--- config.mk ---
export PLATFORM = sky130hd
export DESIGN_NAME = banco_registradores_scoreboard
export DESIGN_NICKNAME = d
export VERILOG_FILES = /design/src/rtl/banco_registradores_scoreboard.sv
export SDC_FILE = /design/constraint.sdc
export NUM_CORES = 2
export LEC_CHECK = 0
export BUFFER_PORTS_ARGS = -buffer_cell sky130_fd_sc_hd__buf_2
export CORE_MARGIN = 5
export CORE_UTILIZATION = 30
export CTS_CLUSTER_DIAMETER = 40
export DETAILED_ROUTE_END_ITERATION = 10
export PLACE_DENSITY = 0.45
export RECOVER_POWER = 50
export SLEW_MARGIN = 20
export SYNTH_ARGS = -nofsm -noshare
export SYNTH_HDL_FRONTEND = slang
export SYNTH_SLANG_ARGS = --single-unit
--- constraint.sdc ---
create_clock -name clock -period 4 [get_ports clock]
set_clock_uncertainty 0.05 [all_clocks]
set_input_delay 1 -clock clock [delete_from_list [all_inputs] [get_ports clock]]
set_output_delay 1 -clock clock [all_outputs]
set_load 0.005 [all_outputs]
--- src/rtl/banco_registradores_scoreboard.sv ---
// Register file with a per-register pending-write scoreboard.
// Reads are combinational with write-back forwarding. Issue stalls while a
// source register still has an outstanding write, or while the destination's
// pending counter is saturated. Write-back retires pending writes and commits
// data into the array.
module banco_registradores_scoreboard #(
  parameter int LARGURA  = 32,
  parameter int NUM_REGS = 32,
  parameter int END      = 5,
  parameter int MAX_PEND = 3
) (
  input  logic               clock,
  input  logic               reset,
  input  logic               emite_valido,
  input  logic               emite_escreve,
  input  logic [END-1:0]     emite_destino,
  input  logic [END-1:0]     leitura_rs,
  input  logic [END-1:0]     leitura_rt,
  output logic [LARGURA-1:0] dado_rs,
  output logic [LARGURA-1:0] dado_rt,
  output logic               stall,
  input  logic               wb_valido,
  input  logic [END-1:0]     wb_destino,
  input  logic [LARGURA-1:0] wb_dado,
  output logic [END:0]       em_voo,
  output logic               erro
);

  localparam int PW = $clog2(MAX_PEND + 1);
  localparam logic [PW-1:0]  PEND_UM  = PW'(1);
  localparam logic [PW-1:0]  PEND_MAX = PW'(MAX_PEND);
  localparam logic [END:0]   VOO_UM   = (END+1)'(1);

  logic [LARGURA-1:0] regs [NUM_REGS];
  logic [PW-1:0]      pend [NUM_REGS];

  logic [PW-1:0] pend_rs;
  logic [PW-1:0] pend_rt;
  logic [PW-1:0] pend_wb;
  logic [PW-1:0] ef_rs;
  logic [PW-1:0] ef_rt;
  logic          destino_cheio;
  logic          aceita;
  logic          inc;
  logic          dec;
  logic          wb_orfao;

  // Source reads: register 0 is zero, a same-cycle write-back is forwarded
  always_comb begin
    dado_rs = regs[leitura_rs];
    if (leitura_rs == '0)
      dado_rs = '0;
    else if (wb_valido && (wb_destino == leitura_rs))
      dado_rs = wb_dado;
  end

  // Same forwarding logic for the rt port
  always_comb begin
    dado_rt = regs[leitura_rt];
    if (leitura_rt == '0)
      dado_rt = '0;
    else if (wb_valido && (wb_destino == leitura_rt))
      dado_rt = wb_dado;
  end

  // Effective pending counts discount a write-back retiring this cycle, so a
  // consumer can issue in the same cycle its producer writes back
  always_comb begin
    pend_rs = pend[leitura_rs];
    pend_rt = pend[leitura_rt];
    pend_wb = pend[wb_destino];
    ef_rs = pend_rs - PW'(wb_valido && (wb_destino == leitura_rs) && (pend_rs != '0));
    ef_rt = pend_rt - PW'(wb_valido && (wb_destino == leitura_rt) && (pend_rt != '0));
    destino_cheio = (pend[emite_destino] == PEND_MAX) &&
                    !(wb_valido && (wb_destino == emite_destino));
    stall = emite_valido &&
            (((leitura_rs != '0) && (ef_rs != '0)) ||
             ((leitura_rt != '0) && (ef_rt != '0)) ||
             (emite_escreve && (emite_destino != '0) && destino_cheio));
    aceita   = emite_valido && !stall;
    inc      = aceita && emite_escreve && (emite_destino != '0);
    dec      = wb_valido && (wb_destino != '0) && (pend_wb != '0);
    wb_orfao = wb_valido && (wb_destino != '0) && (pend_wb == '0);
  end

  // Register array: write-back commits data, register 0 is never written
  always_ff @(posedge clock or negedge reset) begin
    if (!reset) begin
      for (int r = 0; r < NUM_REGS; r++)
        regs[r] <= '0;
    end else if (wb_valido && (wb_destino != '0)) begin
      regs[wb_destino] <= wb_dado;
    end
  end

  // Pending counters: an issue and a retire on the same register cancel out
  always_ff @(posedge clock or negedge reset) begin
    if (!reset) begin
      for (int r = 0; r < NUM_REGS; r++)
        pend[r] <= '0;
    end else begin
      for (int r = 0; r < NUM_REGS; r++) begin
        if (inc && (emite_destino == END'(r)) && !(dec && (wb_destino == END'(r))))
          pend[r] <= pend[r] + PEND_UM;
        else if (dec && (wb_destino == END'(r)) && !(inc && (emite_destino == END'(r))))
          pend[r] <= pend[r] - PEND_UM;
      end
    end
  end

  // Running total of outstanding writes, tracking the same +1/-1 events
  always_ff @(posedge clock or negedge reset) begin
    if (!reset)
      em_voo <= '0;
    else if (inc && !dec)
      em_voo <= em_voo + VOO_UM;
    else if (dec && !inc)
      em_voo <= em_voo - VOO_UM;
  end

  // Sticky flag for a write-back that had no matching pending write
  always_ff @(posedge clock or negedge reset) begin
    if (!reset)
      erro <= 1'b0;
    else if (wb_orfao)
      erro <= 1'b1;
  end

endmodule
# Yosys cells after proc, flatten, opt, wreduce, memory -nomap -nowiden

Cells that the tools add are included.

Flip-flop bits (word level): 1095
Bits in latches: 0
Bits in writable memories: 0
Bits in read-only memories: 0
Input bits: 57
Output and inout bits: 72
Memories kept: 0

Add/subtract/negate cells: 68
Multipliers: 0
Divide/modulo/power cells: 0
Order comparisons: 5
Equality and inequality tests: 66
Shift operators: 0
Muxes and demuxes: 91
Bitwise gates (word level): 4
Reduce and logical (&&, ||, !) cells: 265

Operator list:

| cell                | number |
|---|---|
| $bwmux 1024         | 1 |
| $bmux 32 s5         | 2 |
| $mux 32             | 9 |
| $demux 32 s5        | 1 |
| $eq 5x5->1 const B  | 32 |
| $logic_and 1x1->1   | 148 |
| $mux 2              | 72 |
| $eq 5x4->1 const B  | 16 |
| $reduce_bool 2->1   | 38 |
| $logic_not 1->1     | 68 |
| $add 2x1->2 const B | 32 |
| $sub 2x1->2 const B | 32 |
| $bmux 2 s5          | 4 |
| $eq 5x3->1 const B  | 8 |
| $ge 6x6->1 const B  | 4 |
| $not 5->6           | 4 |
| $eq 5x2->1 const B  | 4 |
| $logic_not 5->1     | 4 |
| $reduce_bool 5->1   | 4 |
| $eq 5x5->1          | 3 |
| $mux 6              | 2 |
| $eq 5x1->1 const B  | 2 |
| $add 6x1->6 const B | 1 |
| $lt 6x1->1 const B  | 1 |
| 5 further kinds     | 7 |

# Longest topological paths before layout

Word-level depth: 21
Mapped depth: 20
Depth with buffers taken out: 17

# Worst setup path before layout

Ideal clock, no wire load.

Kind: in2reg
Start: in leitura_rt[2]
End: reg em_voo[5]
Library setup time: 0.125 ns
Data arrival time: 4.358 ns
Data required time: 3.825 ns
Setup slack: -0.534 ns
Cell stages on the path: 19
Path buffers: 3
Cell sequence: buf_2 > clkbuf_1 > mux4_2 > a211o_1 > o221ai_1 > o41a_2 > nand3_4 > buf_6 > nor3_1 > ha_1 > inv_1 > ha_1 > a21o_1 > a21oi_1 > o21bai_1 > a21oi_1 > xnor2_1 > nor2_1 > xor2_1

Word-level cells in the longest chain between the ends: 19
Elaborated cells on any way between the ends: 24
Classes of those cells: 1 x add/sub; 1 x eq/ne; 4 x mux; 1 x bitwise; 17 x reduce/logical

RTL lines:

| element                                    | RTL line | text |
|---|---|---|
| start: declaration                         | 18       | `input logic [END-1:0] leitura_rt,` |
| $not 5->6 (implied by the code)            | 70       | `pend_rt = pend[leitura_rt];` |
| $bmux 2 s5                                 | 70       |  |
| $mux 2 (implied by the code) (2 in series) | 70       |  |
| $reduce_bool 2->1                          | 73       | `ef_rt = pend_rt - PW'(wb_valido && (wb_destino == leitura_rt) && (pend_rt != '0));` |
| $logic_and 1x1->1                          | 73       |  |
| $sub 2x1->2                                | 73       |  |
| $reduce_bool 2->1                          | 78       | `((leitura_rt != '0) && (ef_rt != '0)) \|\|` |
| $logic_and 1x1->1 (*)                      | 78       |  |
| $logic_or 1x1->1 (*)                       | 77       | `(((leitura_rs != '0) && (ef_rs != '0)) \|\|` |
| $logic_or 1x1->1 (*)                       | 78       |  |
| $logic_and 1x1->1 (*)                      | 76       | `stall = emite_valido &&` |
| $logic_not 1->1 (*)                        | 80       | `aceita = emite_valido && !stall;` |
| $logic_and 1x1->1 (*)                      | 80       |  |
| $logic_and 1x1->1 (*) (2 in series)        | 81       | `inc = aceita && emite_escreve && (emite_destino != '0);` |
| $logic_not 1->1                            | 117      | `else if (dec && !inc)` |
| $logic_and 1x1->1                          | 117      |  |
| $reduce_bool 2->1 (no line)                | -        |  |
| end signal: assignment                     | 116      | `em_voo <= em_voo + VOO_UM;` |
| end signal: assignment                     | 118      | `em_voo <= em_voo - VOO_UM;` |
| end: declaration                           | 25       | `output logic [END:0] em_voo,` |

Mark *: on every way between the ends. The rest lies on a longest branch, timed or not. The select of a mux whose other input is x is not followed.
A chain may end at the register's enable or synchronous reset.

# Worst setup path after layout

Start: in leitura_rt[0]
End: out dado_rt[28]

Word-level cells in the longest chain between the ends: 6
Elaborated cells on any way between the ends: 9
Classes of those cells: 1 x eq/ne; 5 x mux; 1 x bitwise; 2 x reduce/logical

RTL lines:

| element                                     | RTL line | text |
|---|---|---|
| $not 5->6 (implied by the code)             | 59       | `dado_rt = regs[leitura_rt];` |
| $bmux 32 s5                                 | 59       |  |
| $mux 32 (implied by the code) (2 in series) | 59       |  |
| $mux 32                                     | 62       | `else if (wb_valido && (wb_destino == leitura_rt))` |
| $mux 32 (*)                                 | 60       | `if (leitura_rt == '0)` |
| end: declaration                            | 20       | `output logic [LARGURA-1:0] dado_rt,` |

Marks and branches as above.

==> impl_results.md <==
- CP Capture Type: primary output
- Worst R2R Path Depth: 22
- Detailed-route DRC error count: 0
- Hold depth: 0
- Fin. Hold Viols: 0
- Worst hold slack: around 0.34 ns
- WL per Instance: 30.3 um
- Hold endpoint: regs[997]
- Chip height: about 460 um
- Crit-path cells: buf_16, buf_12, buf_4, buf_12, buf_8, mux4_2, mux4_2, mux2i_2, a211oi_1, buf_4, buf_6
- Cts bufs inserted: roughly 220
- Worst-skew pair later-pin latency: approximately 0.8 ns
- Worst min path class: register to register
- Via count: about 39000
- CP max stage cell: mux4_2
- Most frequent cell after synthesis: dfrtp_1
- Synth Cell Area: approximately 61000 um2
- Final setup fails: between 60 and 70
- Worst-path clk slew: about 0.050 ns
- Synth Flop Type: dfrtp_1
- Mapped Cells: around 4000
- Gr usage total: 20.5%
- CTS max path bufs: 3
- Largest net degree at the start of global routing: 91
- Crit path launch type: primary input
- Post-layout min period: 4.29 ns
- Design Area, Final: ~80000 um2
- Top cells by area, synth: dfrtp_1 45%, mux4_2 25%, mux2_2 18%, clkbuf_1 1.5%, mux2i_1 1.2%
- Gpl congestion: roughly 0.8
- Slew headroom: -53.1%
- Initial DRC Count: between 2000 and 3000
- Die Span X: 459 um
- FF-to-FF setup slack: about 0.16 ns
- Seq/Total Area, Yosys: a little under half
- Outcome: finished with violations
- Max Cap Viol: 3
- HP Start: regs[997]
- PD cells: 561 nW/um2
- Netlist cell types: 48
- Post-detail-place hpwl: 134000 um
- Total die area: 211000 um2
- VDD IR max: around 0.45 mV
- Row cnt: between 150 and 200
- IO buf count: 128
- Post-synthesis net count: between 3000 and 4000
- #FFs+latches synth: between 1000 and 1500
- Initial antenna violation count: 11
- Max Fclk: about 0.23 GHz
- Static leakage: ~34 nW
- Fin nets: 4485
- Via-to-Cell Ratio: about 5.4
- Worst path max stage delay: slightly above 0.5 ns
- RSZ-0062 raised after global routing: yes
- Synth area leader: dfrtp_1
- # IOs: 129
- Final-report max-slew violation count: between 150 and 200
- Crit share post-route: 107%
- Failing checks: max-capacitance violations, max-slew violations, negative setup slack
- Worst-Margin Slew: roughly 2.3 ns
- Async S/R FF share, synth: 100%
- Antenna-violating nets left: 0
- WP data arrival: ~3.2 ns
- RR Endpoint: em_voo[5]
- CTS tree: built
- First-pass GRT wire length: around 310000 um
- Synth warn: 0
- Layout fillers: approximately 19000
- Crit-path max FO: 6
- CTS root buf: clkbuf_16
- Htree depth: 4
- WP data required: slightly below 3 ns
- Final WS setup: -0.292 ns
- Worst R2R Start: pend[39]
- Post-synth EDFFs: 0
- Tot Pwr: 0.0441 W
- Share of cells above drive strength 1: 63.7%
- Post-synth top area share: between 40 and 50%
- Detailed Routing Iterations Pass 1: 5
- Hold Buf Count CTS: 0
- Syn Area/Cell: between 15 and 20 um2
- Total clock sinks: approximately 1100
- Post-placement cell area: 68000 um2
- Final wirelength: roughly 220000 um
- GRT Residual Overflow: 0
- Vias in the first global route: roughly 42000
- Total core area: ~200000 um2
- Layout area overhead: 29.9%
- Starting Density: between 30% and 40%
- Crit Path Category: primary input to primary output
- Synth top cells by count: 1095 x dfrtp_1, 994 x mux2_2, 668 x mux4_2, 242 x clkbuf_1, 136 x nor2_1
cell families after synthesis:
group / count (synthesis) / share of synthesized area (%)
buffers and inverters: 446 / 3.33
AND/OR/NAND/NOR: 340 / 2.53
adder cells (fa/ha/maj): 37 / 0.777
AO/OA/AOI/OAI: 128 / 1.45
flip-flops: 1095 / 45.3
XOR/XNOR: 114 / 1.65
multiplexers: 1745 / 45.0
repair_timing:
action	in CTS	in global routing
resized for setup	205	132
endpoints found under the setup margin	65	67
pin swaps	26	51
buffers inserted	69	48
gates cloned	14	19
worst max path at each step:
stage	start	end	slack, ns	cells after the start
2_1_floorplan	leitura_rt[0]	em_voo[5]	-0.21	20
3_3_place_gp	leitura_rs[0]	dado_rs[31]	-0.66	9
3_5_place_dp	leitura_rs[0]	dado_rs[31]	-0.65	9
4_1_cts	leitura_rt[0]	dado_rt[26]	-0.32	11
5_1_grt	leitura_rt[0]	dado_rt[19]	-0.37	11
6_report	leitura_rt[0]	dado_rt[28]	-0.29	11
sequential cells by signal, indices dropped and copies added (netlist names):
name    cells
erro        1
pend       64
em_voo      6
regs     1024
report_power, final:
part           internal (W)  leakage [nW]  switching (W)  total, W
logic               0.00577          15.9        0.00361   0.00938
registers            0.0134          14.0        0.00204    0.0155
clock network        0.0127          3.80        0.00660    0.0193
cell usage in the layout, fill, tap and decap left out, types with 33 or more instances in the layout:
cell type and n:
buf_12 121, buf_2 113, buf_4 302, buf_6 52
clkbuf_16 242, clkinv_2 38, dfrtp_1 1071, ha_1 33
mux2_2 994, mux4_2 669, nand2_1 57, nand3_1 38
nor2_1 126, nor3_1 42, xnor2_1 36, xor2_1 78
stage by stage:
stage               TNS, ns  setup slack (ns)  instances  utilization (%)
floorplan            -0.206            -0.206       3905                -
global placement     -29.84            -0.659       6702             34.0
detailed placement   -29.23            -0.655       6702             34.0
CTS                  -15.90            -0.321       7191             38.8
global route         -15.78            -0.368       7240             39.3
finish               -11.91            -0.292       7241             39.3
worst max-delay path, delay by kind of cell:
kind,cells,cell delay (ns)
muxes,3,1.20
buffers and inverters,7,0.93
AOI/OAI and AO/OA,1,0.10
per-layer routing:
layer / up-vias / global-route usage, % / part of all wire [%]
li1: 16300 / - / -
met1: 21600 / 28.1 / 44
met5: - / 0 / 0.021
met4: 6 / 6.57 / 3.3
met3: 386 / 3.58 / 4.8
met2: 1128 / 33.3 / 48
layout make-up:
cell class	count	area, um2	share of cell area, %
timing repair buffer	704	7760	9.86
antenna	3	7.51	0.00955
sequential	1095	27400	34.9
inverter	9	36.3	0.0461
clock inverter	143	1780	2.27
multi-input combinational	2364	32200	41.0
tap	2656	3320	4.23
clock buffer	267	6070	7.71
(Power assumes the default switching activity.)
